<file path="src/rtl/pc_dual_fifo_scheduler.sv">
// pc_dual_fifo_scheduler: ping-pong PC FIFOs (current/next character) feeding a regex CPU, with match FSM.
module pc_dual_fifo_scheduler #(
  parameter int PC_WIDTH = 8,
  parameter int FIFO_WIDTH_POWER_OF_2 = 2
) (
  input  logic                           clk,
  input  logic                           rst,
  input  logic                           start,
  input  logic                           last_character,
  input  logic                           cpu_running,
  input  logic                           cpu_accepts,
  input  logic                           in_pc_valid,
  input  logic [PC_WIDTH-1:0]            in_pc,
  input  logic                           in_pc_is_directed_to_current,
  output logic                           in_pc_ready,
  output logic                           out_pc_valid,
  output logic [PC_WIDTH-1:0]            out_pc,
  input  logic                           out_pc_ready,
  output logic                           advance,
  output logic                           done,
  output logic                           accepted,
  output logic [FIFO_WIDTH_POWER_OF_2:0] latency
);
  localparam int AW = FIFO_WIDTH_POWER_OF_2;
  localparam int CW = AW + 1;
  localparam logic [CW-1:0] D = CW'(1 << AW);
  typedef enum logic [1:0] {IDLE, RUN, ADVANCE, DONE} state_t;
  state_t state, state_nx;
  logic sel;
  logic [PC_WIDTH-1:0] mem_a [1<<AW];
  logic [PC_WIDTH-1:0] mem_b [1<<AW];
  logic [AW-1:0] rd_a, wr_a, rd_b, wr_b;
  logic [CW-1:0] cnt_a, cnt_b, cur_cnt, nxt_cnt, tgt_cnt;
  logic tgt_b, push, pop, push_a, push_b, pop_a, pop_b, begin_match, swap;
  always_comb begin
    cur_cnt      = sel ? cnt_b : cnt_a;
    nxt_cnt      = sel ? cnt_a : cnt_b;
    tgt_b        = in_pc_is_directed_to_current ? sel : ~sel;
    tgt_cnt      = tgt_b ? cnt_b : cnt_a;
    in_pc_ready  = (state == RUN) && (tgt_cnt < D);
    out_pc_valid = (state == RUN) && (cur_cnt != '0);
    out_pc       = out_pc_valid ? (sel ? mem_b[rd_b] : mem_a[rd_a]) : '0;
    push         = in_pc_valid && in_pc_ready;
    pop          = out_pc_valid && out_pc_ready;
    push_a       = push && !tgt_b;
    push_b       = push && tgt_b;
    pop_a        = pop && !sel;
    pop_b        = pop && sel;
    begin_match  = ((state == IDLE) || (state == DONE)) && start;
    swap         = (state == ADVANCE) && !last_character && (nxt_cnt != '0);
    advance      = swap;
    done         = (state == DONE);
    latency      = cur_cnt;
  end
  // RUN only gives up the character once the CPU is idle and nothing is still being offered
  always_comb begin
    state_nx = state;
    case (state)
      IDLE, DONE: state_nx = start ? RUN : state;
      RUN:        state_nx = cpu_accepts ? DONE :
                             (cur_cnt == '0 && !cpu_running && !in_pc_valid) ? ADVANCE : RUN;
      ADVANCE:    state_nx = swap ? RUN : DONE;
      default:    state_nx = IDLE;
    endcase
  end
  always_ff @(posedge clk or negedge rst) begin
    if (!rst) begin
      state    <= IDLE;
      sel      <= 1'b0;
      accepted <= 1'b0;
      rd_a     <= '0;
      wr_a     <= '0;
      cnt_a    <= '0;
      rd_b     <= '0;
      wr_b     <= '0;
      cnt_b    <= '0;
    end else begin
      state <= state_nx;
      if (begin_match) begin
        sel      <= 1'b0;
        accepted <= 1'b0;
        rd_a     <= '0;
        wr_a     <= AW'(1);
        cnt_a    <= CW'(1);
        rd_b     <= '0;
        wr_b     <= '0;
        cnt_b    <= '0;
      end else begin
        if (swap) sel <= ~sel;
        if (state == RUN && cpu_accepts) accepted <= 1'b1;
        if (push_a) wr_a <= wr_a + 1'b1;
        if (pop_a) rd_a <= rd_a + 1'b1;
        if (push_b) wr_b <= wr_b + 1'b1;
        if (pop_b) rd_b <= rd_b + 1'b1;
        cnt_a <= cnt_a + CW'(push_a) - CW'(pop_a);
        cnt_b <= cnt_b + CW'(push_b) - CW'(pop_b);
      end
    end
  end
  // storage needs no reset: counts gate every read
  always_ff @(posedge clk) begin
    if (begin_match) mem_a['0] <= '0;
    else if (push_a) mem_a[wr_a] <= in_pc;
    if (push_b) mem_b[wr_b] <= in_pc;
  end
endmodule

</file>
<file path="config.mk">
export PLATFORM = sky130hd
export DESIGN_NAME = pc_dual_fifo_scheduler
export DESIGN_NICKNAME = d
export VERILOG_FILES = /design/src/rtl/pc_dual_fifo_scheduler.sv
export SDC_FILE = /design/constraint.sdc
export NUM_CORES = 1
export LEC_CHECK = 0
export BUFFER_PORTS_ARGS = -buffer_cell sky130_fd_sc_hd__buf_4
export CAP_MARGIN = 20
export CORE_AREA = 2 2 88 153
export DETAILED_ROUTE_END_ITERATION = 16
export DIE_AREA = 0 0 90 155
export MAX_ROUTING_LAYER = met4
export SYNTH_ARGS = -nofsm -noshare
export SYNTH_HDL_FRONTEND = slang
export SYNTH_SLANG_ARGS = --single-unit
</file>
<file path="constraint.sdc">
create_clock -name clk -period 7.14 [get_ports clk]
set_clock_uncertainty 0.15 [all_clocks]
set_input_delay 0.357 -clock clk [delete_from_list [all_inputs] [get_ports clk]]
set_output_delay 0.357 -clock clk [all_outputs]
set_load 0.005 [all_outputs]
</file>
# Yosys cells after proc, flatten, opt, wreduce, memory -nomap -nowiden
# Memories as Yosys holds them, arrays and structs flattened.
# Cells that the tools add are included.
# totals
mem_count,2
register_bits,18
wordCells,92
mem_bits_rw,64
in_bits,17
# classes
n_addsub,8
mux,35
bitwise_logic,1
n_eq_ne,4
n_lt_le_gt_ge,1
n_reduce_logical,32
# memory_table
memory,words,word_bits,read_ports,rd_ports_with_merged_regs,wr,line,rtl
mem_a,4,8,1,0,1,30,logic [PC_WIDTH-1:0] mem_a [1<<AW];
mem_b,4,8,1,0,1,31,logic [PC_WIDTH-1:0] mem_b [1<<AW];
# ops
operator,count
2-to-1 mux 2 bit,13
2-to-1 mux 8 bit,3
2-to-1 mux 3 bit,5
logical AND 1 bit,14
2-to-1 mux 1 bit,13
nonzero test 2 bit,6
adder 2 x 1 -> 2 bit (second input constant),4
OR reduction 8 bit,1
adder 3 x 1 -> 3 bit,2
one-hot mux 2 bit (3 select lines),1
nonzero test 3 bit,2
subtractor 3 x 1 -> 3 bit,2
logical NOT 1 bit,5
== test 2 bit (second input constant),2
logical NOT 3 bit,1
< comparator 3 bit (second input constant),1
== test 2 x 1 -> 1 bit (second input constant),1
logical NOT 2 bit,1
!= test 2 bit (second input constant),1
OR reduction 2 bit,1
logical OR 1 bit,1
inverter 1 bit,1

# Depth between registers and ports, before layout
# Gate-level depths: netlist of the first run.
# logic_depth
ltp_word,12
depth_mapped,14

# Least setup slack after synthesis of the first run
# No wires, ideal clock.
# synth_path
path_type,register to register
start,reg state[1]
end,reg cnt_a[2]
period_less_slack_ps,2446
setup_slack_ps,4694
stages_incl_launch_ff,14
path_buffers,1
t_arrival_ps,2210
required_ps,6904
cell_sequence,dfrtp_1 -> inv_1 -> ha_1 -> buf_2 -> nand3b_1 -> nor2_1 -> ha_1 -> inv_1 -> ha_1 -> inv_1 -> fa_1 -> xor2_1 -> and2_1 -> nor3_1
# synth_between
elab_chain_len,7
elab_cells_between_ends,14
# synth_lines
element,line,rtl
from (decl),28,"state_t state, state_nx;"
from (signal assigned),78,state <= state_nx;
== test 2 x 1 -> 1 bit,"40, 41",
logical AND 1 bit,40,in_pc_ready = (state == RUN) && (tgt_cnt < D);
logical AND 1 bit,43,push = in_pc_valid && in_pc_ready;
logical AND 1 bit,45,push_a = push && !tgt_b;
adder 3 x 1 -> 3 bit,95,cnt_a <= cnt_a + CW'(push_a) - CW'(pop_a);
subtractor 3 x 1 -> 3 bit,95,
2-to-1 mux 3 bit (*),79,if (begin_match) begin
to (signal assigned),95,
to (decl),33,"logic [CW-1:0] cnt_a, cnt_b, cur_cnt, nxt_cnt, tgt_cnt;"
# Mark *: on every way between the ends. The rest lies on a longest branch, timed or not.
# A chain may end at the register's enable or synchronous reset.

# Final worst setup path of the first run
# layout_path
start,reg sel
end,reg cnt_a[2]
# layout_between
elab_chain_len,10
elab_cells_between_ends,17
# layout_lines
element,line,rtl
from (decl),29,logic sel;
from (signal assigned),89,if (swap) sel <= ~sel;
inverter 1 bit,38,tgt_b = in_pc_is_directed_to_current ? sel : ~sel;
2-to-1 mux 1 bit,38,
2-to-1 mux 3 bit,39,tgt_cnt = tgt_b ? cnt_b : cnt_a;
< comparator 3 bit,40,
logical AND 1 bit,40,
logical AND 1 bit,43,
logical AND 1 bit,45,
adder 3 x 1 -> 3 bit,95,
subtractor 3 x 1 -> 3 bit (*),95,
2-to-1 mux 3 bit (*),79,
# Marks and branches as above.

==> results of run 1 <==
==> layout make-up <==
class	count	area (µm²)	share of cell area, %
clock buffer	9	225.2	5.024
clock inverter	6	115.1	2.568
inverter	13	48.80	1.088
multi-input combinational	148	1250	27.88
sequential	82	2372	52.92
tap	171	214.0	4.773
timing repair buffer	34	257.7	5.749
==> logic make-up (layout without fill, tap and decap cells) <==
logic type,Yosys count,count (layout),share of synthesized area [%]
compound gates,33,33,5.520
xor+xnor,4,4,0.9426
fa+ha+maj,13,13,4.780
buf+inv,22,62,2.557
flops,82,82,63.82
mux,21,21,11.21
simple gates,77,77,11.17
==> power groups by stage <==
stage	sequential, mW	combinational [mW]	clock (mW)
after floorplan	0.648	0.414	0
after global placement	0.703	0.562	0
after detailed placement	0.709	0.573	0
final	0.697	0.565	0.525
after global routing	0.716	0.633	0.552
after CTS	0.700	0.578	0.533
==> synth_stat cells <==
library cell	n	area, µm²
fa_1	2	40.04
a2111oi_2	1	15.01
mux4_2	16	360.4
a22oi_1	1	7.510
or4b_2	1	10.01
nand2_1	20	75.07
a21oi_1	17	85.08
or4_1	1	7.510
o32ai_1	1	8.760
dfrtp_1	18	450.4
or4_4	1	11.26
nor3_1	4	20.02
o311a_1	2	20.02
o21ai_0	6	30.03
o22ai_1	1	6.260
mux2_2	5	56.30
xnor2_1	1	8.760
o31ai_1	2	15.01
and3_1	8	50.05
ha_1	11	137.6
nand3b_1	2	15.01
or4b_1	1	10.01
clkbuf_2	1	5.000
or3_1	2	12.51
nor2b_1	1	6.260
clkinv_1	1	3.750
buf_6	1	11.26
a211o_1	1	8.760
buf_2	3	15.01
and2_1	14	87.58
edfxtp_1	64	1922
a31o_2	1	8.760
nor2_1	12	45.04
clkbuf_1	4	15.01
xor2_1	3	26.28
nand3_1	4	20.02
and3b_1	3	26.28
nand2b_1	3	18.77
inv_1	12	45.04
==> metal layers <==
metal,global-route usage (%),vias up
met2,21.66,51
li1,-,1017
met4,6.007,0
met1,12.99,1114
met3,2.567,12
met5,-,-
==> sequential cells by signal, indices dropped and copies added (netlist names) <==
register  cells
accepted      1
cnt_a         3
cnt_b         3
mem_a        32
mem_b        32
rd_a          2
rd_b          2
sel           1
state         2
wr_a          2
wr_b          2
==> through the flow <==
stage	power, mW	cells	hold WS, ns
2_1_floorplan	1.061	252	-0.08859
3_5_place_dp	1.282	447	0.1016
6_report	1.787	463	0.09172
4_1_cts	1.812	463	0.08460
3_3_place_gp	1.265	447	0.09942
5_1_grt	1.900	463	0.07949
==> final timing paths <==
path	to	slack, ns	cells after the start
setup / recovery	cnt_a[2]$_DFF_PN0_	4.19	10
hold / removal	mem_b[1][2]$_DFFE_PP_	0.09	1
setup reg to reg	cnt_a[2]$_DFF_PN0_	4.19	10
hold reg to reg	accepted$_DFFE_PN0P_	0.37	2
max in group asynchronous	wr_b[1]$_DFFE_PN0P_	6.35	2
min in group asynchronous	state[0]$_DFFE_PN0P_	0.29	2
==> repair_timing <==
item,in CTS,in global routing
hold buffers,1,0
setup buffers,0,0
hold endpoints to repair,18,0
==> results.sh, run 1 <==
export IMPL_status="finished, final reports clean"
export IMPL_intPower_mw=1.225
export IMPL_ys_warn_count=0
export IMPL_end_kind="flop"
export IMPL_drv_cap=0
export IMPL_grt_pass1_vias=2318
export IMPL_area_growth_pct=20.60
export IMPL_fin_crit_sh_pct=41.37
export IMPL_insertion_delay_ns=0.33
export IMPL_cts_resized=0
export IMPL_fin_nets=318
export IMPL_path_cells="xor2_1, nand2_1, ha_1, inv_1, ha_1, inv_1, fa_1, xor2_1, and2_1, nor3_1"
export IMPL_post_route_min_period_ns=2.954
export IMPL_wirelength_um=7765
export IMPL_setup_viol=0
export IMPL_slew_viol_final=0
export IMPL_vias=2194
export IMPL_rsz0062_at_grt="no"
export IMPL_layout_cells_most_common="edfxtp_1"
export IMPL_p_per_area_nw_per_um2=398.6
export IMPL_track_usage_pct=12.26
export IMPL_core_um2=12800
export IMPL_design_area_um2=4483
export IMPL_grt_overflow_total=0
export IMPL_cts_made_buffers=9
export IMPL_dieArea_um2=13950
export IMPL_clock_sinks=82
export IMPL_peakVddDrop_mv=0.2349
export IMPL_cp_num_buf_inv=2
export IMPL_drtPass1Iterations=4
export IMPL_cts_tree="done"
export IMPL_r2r_start="sel$_DFFE_PN0P_"
export IMPL_highest_layer="met4"
export IMPL_syn_area_per_cell_um2=14.75
export IMPL_mostFrequentLayoutCells="64 x edfxtp_1, 33 x buf_4, 20 x nand2_1"
export IMPL_num_antenna_cells=0
export IMPL_finalSetupTns_ns=0
export IMPL_setup_ws_ns=4.186
export IMPL_critical_path_class="reg -> reg"
export IMPL_ant_nets=0
export IMPL_die_h_um=155
export IMPL_cp_slowest_cell="dfrtp_1"
export IMPL_wl_per_cell_um=16.77
export IMPL_drt_first_iter_violations=108
export IMPL_final_core_util_pct=35.02
export IMPL_ys_seq_area_share_pct=63.82
export IMPL_pre_cts_slack_ns=4.208
export IMPL_p_switching_uw=561.4
export IMPL_rows=55
export IMPL_required_ns=7.24
export IMPL_syn_area_um2=3717
export IMPL_netSwitchingFraction_pct=31.42
export IMPL_place_gp_congestion=0.7369
export IMPL_antenna_found_initial=0
export IMPL_p_comb_share_pct=31.6
export IMPL_ios=33
export IMPL_hold_class="in -> reg"
export IMPL_synth_nets=282
export IMPL_clk_pin_slew_ns=0.06
export IMPL_hp_start="in_pc[2]"
export IMPL_hold_viol_final=0
export IMPL_clock_path_buffers=2
export IMPL_fp_dieW_um=90
export IMPL_met3_length_um=294
export IMPL_fill_cells=1283
export IMPL_ctsHtreeMaxLevel=3
export IMPL_crit_family="adder cells"
export IMPL_initial_utilization_pct=29.04
export IMPL_power_frac_clock_pct=29.4
export IMPL_grt_first_pass_wirelength_um=12480
export IMPL_syn_inst=252
export IMPL_slew_headroom_pct=56.33
export IMPL_critical_path_max_fanout=19
export IMPL_critPathMaxStageDelay_ns=0.76
export IMPL_synth_distinct_cells=39
export IMPL_grt_max_degree=20
export IMPL_p_leak_nw=1.669
export IMPL_cts_root_buffer="clkbuf_16"
export IMPL_drive_above_1_share_pct=25.00
export IMPL_ys_ff_latch=82
export IMPL_hpwlAfterDp_um=5604
export IMPL_drc_errors=0
export IMPL_place_area_um2=4133
export IMPL_crit_arrival_ns=3.05
export IMPL_wl_met2_um=4247
export IMPL_fmax_mhz=338.6
export IMPL_io_buffers=32
export IMPL_start_kind="flop"
export IMPL_seqPwrFrac_pct=39.0
export IMPL_met1_length_um=3066
export IMPL_worstMarginPinSlew_ns=0.6550
export IMPL_crit_path_start="sel$_DFFE_PN0P_"
export IMPL_viasPerCell=4.739
No activity file was read; power rests on OpenSTA's default activity.
==> run 2: changes to the inputs <==
clock period = 2.64 ns   (was 7.14 ns; I/O delays follow)
==> results.sh, run 2 (synthesized netlist as in run 1, its figures left out) <==
export IMPL_status="finished, final reports clean"
export IMPL_fin_crit_sh_pct=94.22
export IMPL_ctsHtreeMaxLevel=3
export IMPL_grt_first_pass_wirelength_um=12480
export IMPL_mostFrequentLayoutCells="64 x edfxtp_1, 50 x buf_4, 20 x nand2_1"
export IMPL_p_leak_nw=1.778
export IMPL_hpwlAfterDp_um=5545
export IMPL_largestRegisters="mem_a (32), mem_b (32)"
export IMPL_drt_first_iter_violations=94
export IMPL_hp_start="in_pc_valid"
export IMPL_worstMarginPinSlew_ns=0.6669
export IMPL_cts_tree="done"
export IMPL_core_um2=12800
export IMPL_rrSetupSlack_ns=0.18
export IMPL_ant_nets=0
export IMPL_seqPwrFrac_pct=38.0
export IMPL_netSwitchingFraction_pct=32.41
export IMPL_post_route_min_period_ns=2.487
export IMPL_initial_utilization_pct=29.04
export IMPL_peakVddDrop_mv=0.4794
export IMPL_drtPass1Iterations=4
export IMPL_regArea_um2=2372
export IMPL_place_gp_congestion=0.7569
export IMPL_viasPerCell=4.678
export IMPL_min_to="state[0]$_DFFE_PN0P_"
export IMPL_rsz0062_at_grt="no"
export IMPL_fin_nets=345
export IMPL_wl_per_cell_um=15.70
export IMPL_final_core_util_pct=36.72
export IMPL_ios=33
export IMPL_clock_path_buffers=2
export IMPL_drive_above_1_share_pct=30.00
export IMPL_vias=2297
export IMPL_setup_viol=0
export IMPL_layout_cells_most_common="edfxtp_1"
export IMPL_fmax_mhz=402.0
export IMPL_power_frac_clock_pct=25.5
export IMPL_hold_depth=3
export IMPL_drc_errors=0
export IMPL_critical_path_max_fanout=9
export IMPL_ff2ff_path_depth=12
export IMPL_intPower_mw=3.302
export IMPL_slew_headroom_pct=55.54
export IMPL_start_kind="flop"
export IMPL_grt_overflow_total=0
export IMPL_area_growth_pct=26.42
export IMPL_hold_viol_final=0
export IMPL_io_buffers=32
export IMPL_antenna_found_initial=0
export IMPL_clock_sinks=82
export IMPL_grt_pass1_vias=2441
export IMPL_crit_arrival_ns=2.21
export IMPL_hold_class="in -> reg"
export IMPL_stdcell_count=491
export IMPL_cts_root_buffer="clkbuf_16"
export IMPL_r2r_start="state[1]$_DFFE_PN0P_"
export IMPL_multi_input_area_um2=1277
export IMPL_rows=55
export IMPL_place_inst=460
export IMPL_required_ns=2.36
export IMPL_track_usage_pct=12.03
export IMPL_wirelength_um=7711
export IMPL_end_kind="output pin"
export IMPL_rr_endpoint="cnt_a[2]$_DFF_PN0_"
export IMPL_p_comb_share_pct=36.6
export IMPL_fill_cells=1293
export IMPL_fp_dieW_um=90
export IMPL_cts_made_buffers=9
export IMPL_insertion_delay_ns=0.33
export IMPL_clk_pin_slew_ns=0.06
export IMPL_num_antenna_cells=0
export IMPL_dieArea_um2=13950
export IMPL_die_h_um=155
export IMPL_critical_path_class="reg -> out"
export IMPL_slew_viol_final=0
export IMPL_grt_max_degree=19
export IMPL_p_per_area_nw_per_um2=1039
export IMPL_drv_cap=0
export IMPL_p_switching_mw=1.583
-- run 2: changes by cell type in the layout (fill, tap and decap cells not counted), moves of 2 or more --
cell	delta
bufinv_16	-2
inv_6	+2
buf_4	+17
dlygate4sd3_1	+10
-- run 2: worst max-delay path by stage --
stage | from | to | slack [ns] | cells after the start
floorplan | state[1]$_DFFE_PN0P_ | cnt_a[2]$_DFF_PN0_ | 0.19 | 13
global placement | state[1]$_DFFE_PN0P_ | cnt_a[2]$_DFF_PN0_ | 0.08 | 12
detailed placement | state[1]$_DFFE_PN0P_ | cnt_a[2]$_DFF_PN0_ | -0.08 | 12
CTS | state[1]$_DFFE_PN0P_ | cnt_a[2]$_DFF_PN0_ | 0.04 | 12
global route | state[1]$_DFFE_PN0P_ | cnt_a[2]$_DFF_PN0_ | 0.005 | 12
finish | sel$_DFFE_PN0P_ | out_pc[0] | 0.15 | 5
-- run 2: layout make-up --
class,count,area share [%]
sequential,82,50.48
multi-input combinational,148,27.18
timing repair buffer,61,10.33
clock buffer,9,4.792
tap,171,4.553
clock inverter,7,1.624
inverter,13,1.038
-- run 2: what timing repair did --
item / in CTS / in global routing
buffers inserted: 0 / 4
setup endpoints to repair: 2 / 2
gates cloned: 0 / 0
resized for setup: 2 / 4
hold buffers: 11 / 0
endpoints found under the hold margin: 52 / 0
pin swaps: 0 / 1
-- run 2: per-stage QoR --
| stage | power [mW] | setup TNS [ns] | cell area (µm²) | setup WS (ns) | hold WS, ns |
|---|---|---|---|---|---|
| 2_1_floorplan | 2.870 | 0 | 3717 | 0.1941 | -0.3136 |
| 5_1_grt | 5.204 | 0 | 4700 | 0.005016 | 0.01266 |
| 3_3_place_gp | 3.558 | 0 | 4230 | 0.07784 | -0.1272 |
| 6_report | 4.885 | 0 | 4700 | 0.1527 | 0.01342 |
| 4_1_cts | 4.883 | 0 | 4654 | 0.03977 | 0.001198 |
| 3_5_place_dp | 3.600 | -0.07800 | 4230 | -0.07554 | -0.1253 |
-- run 2: power groups by stage --
stage / clock network, mW / logic, mW / registers (mW)
6_report: 1.24 / 1.79 / 1.85
3_5_place_dp: 0 / 1.72 / 1.88
4_1_cts: 1.27 / 1.76 / 1.86
5_1_grt: 1.33 / 1.98 / 1.89
3_3_place_gp: 0 / 1.69 / 1.87
2_1_floorplan: 0 / 1.12 / 1.75
-- run 2: worst max-delay path, cell delays in order, from the launching register on --
cell and delay [ns]:
dfrtp_1 0.50, buf_4 0.21, or4b_1 0.51, nand3_1 0.36, a21oi_1 0.12, buf_4 0.16
-- run 2: routing by layer --
metal  up-vias  share of wire [%]  global-route usage, %
li1       1074                  -                      -
met3        13                3.0                  2.809
met4         0                1.6                  4.396
met5         -                  0                      -
met1      1166                 40                  12.62
met2        44                 55                  21.91
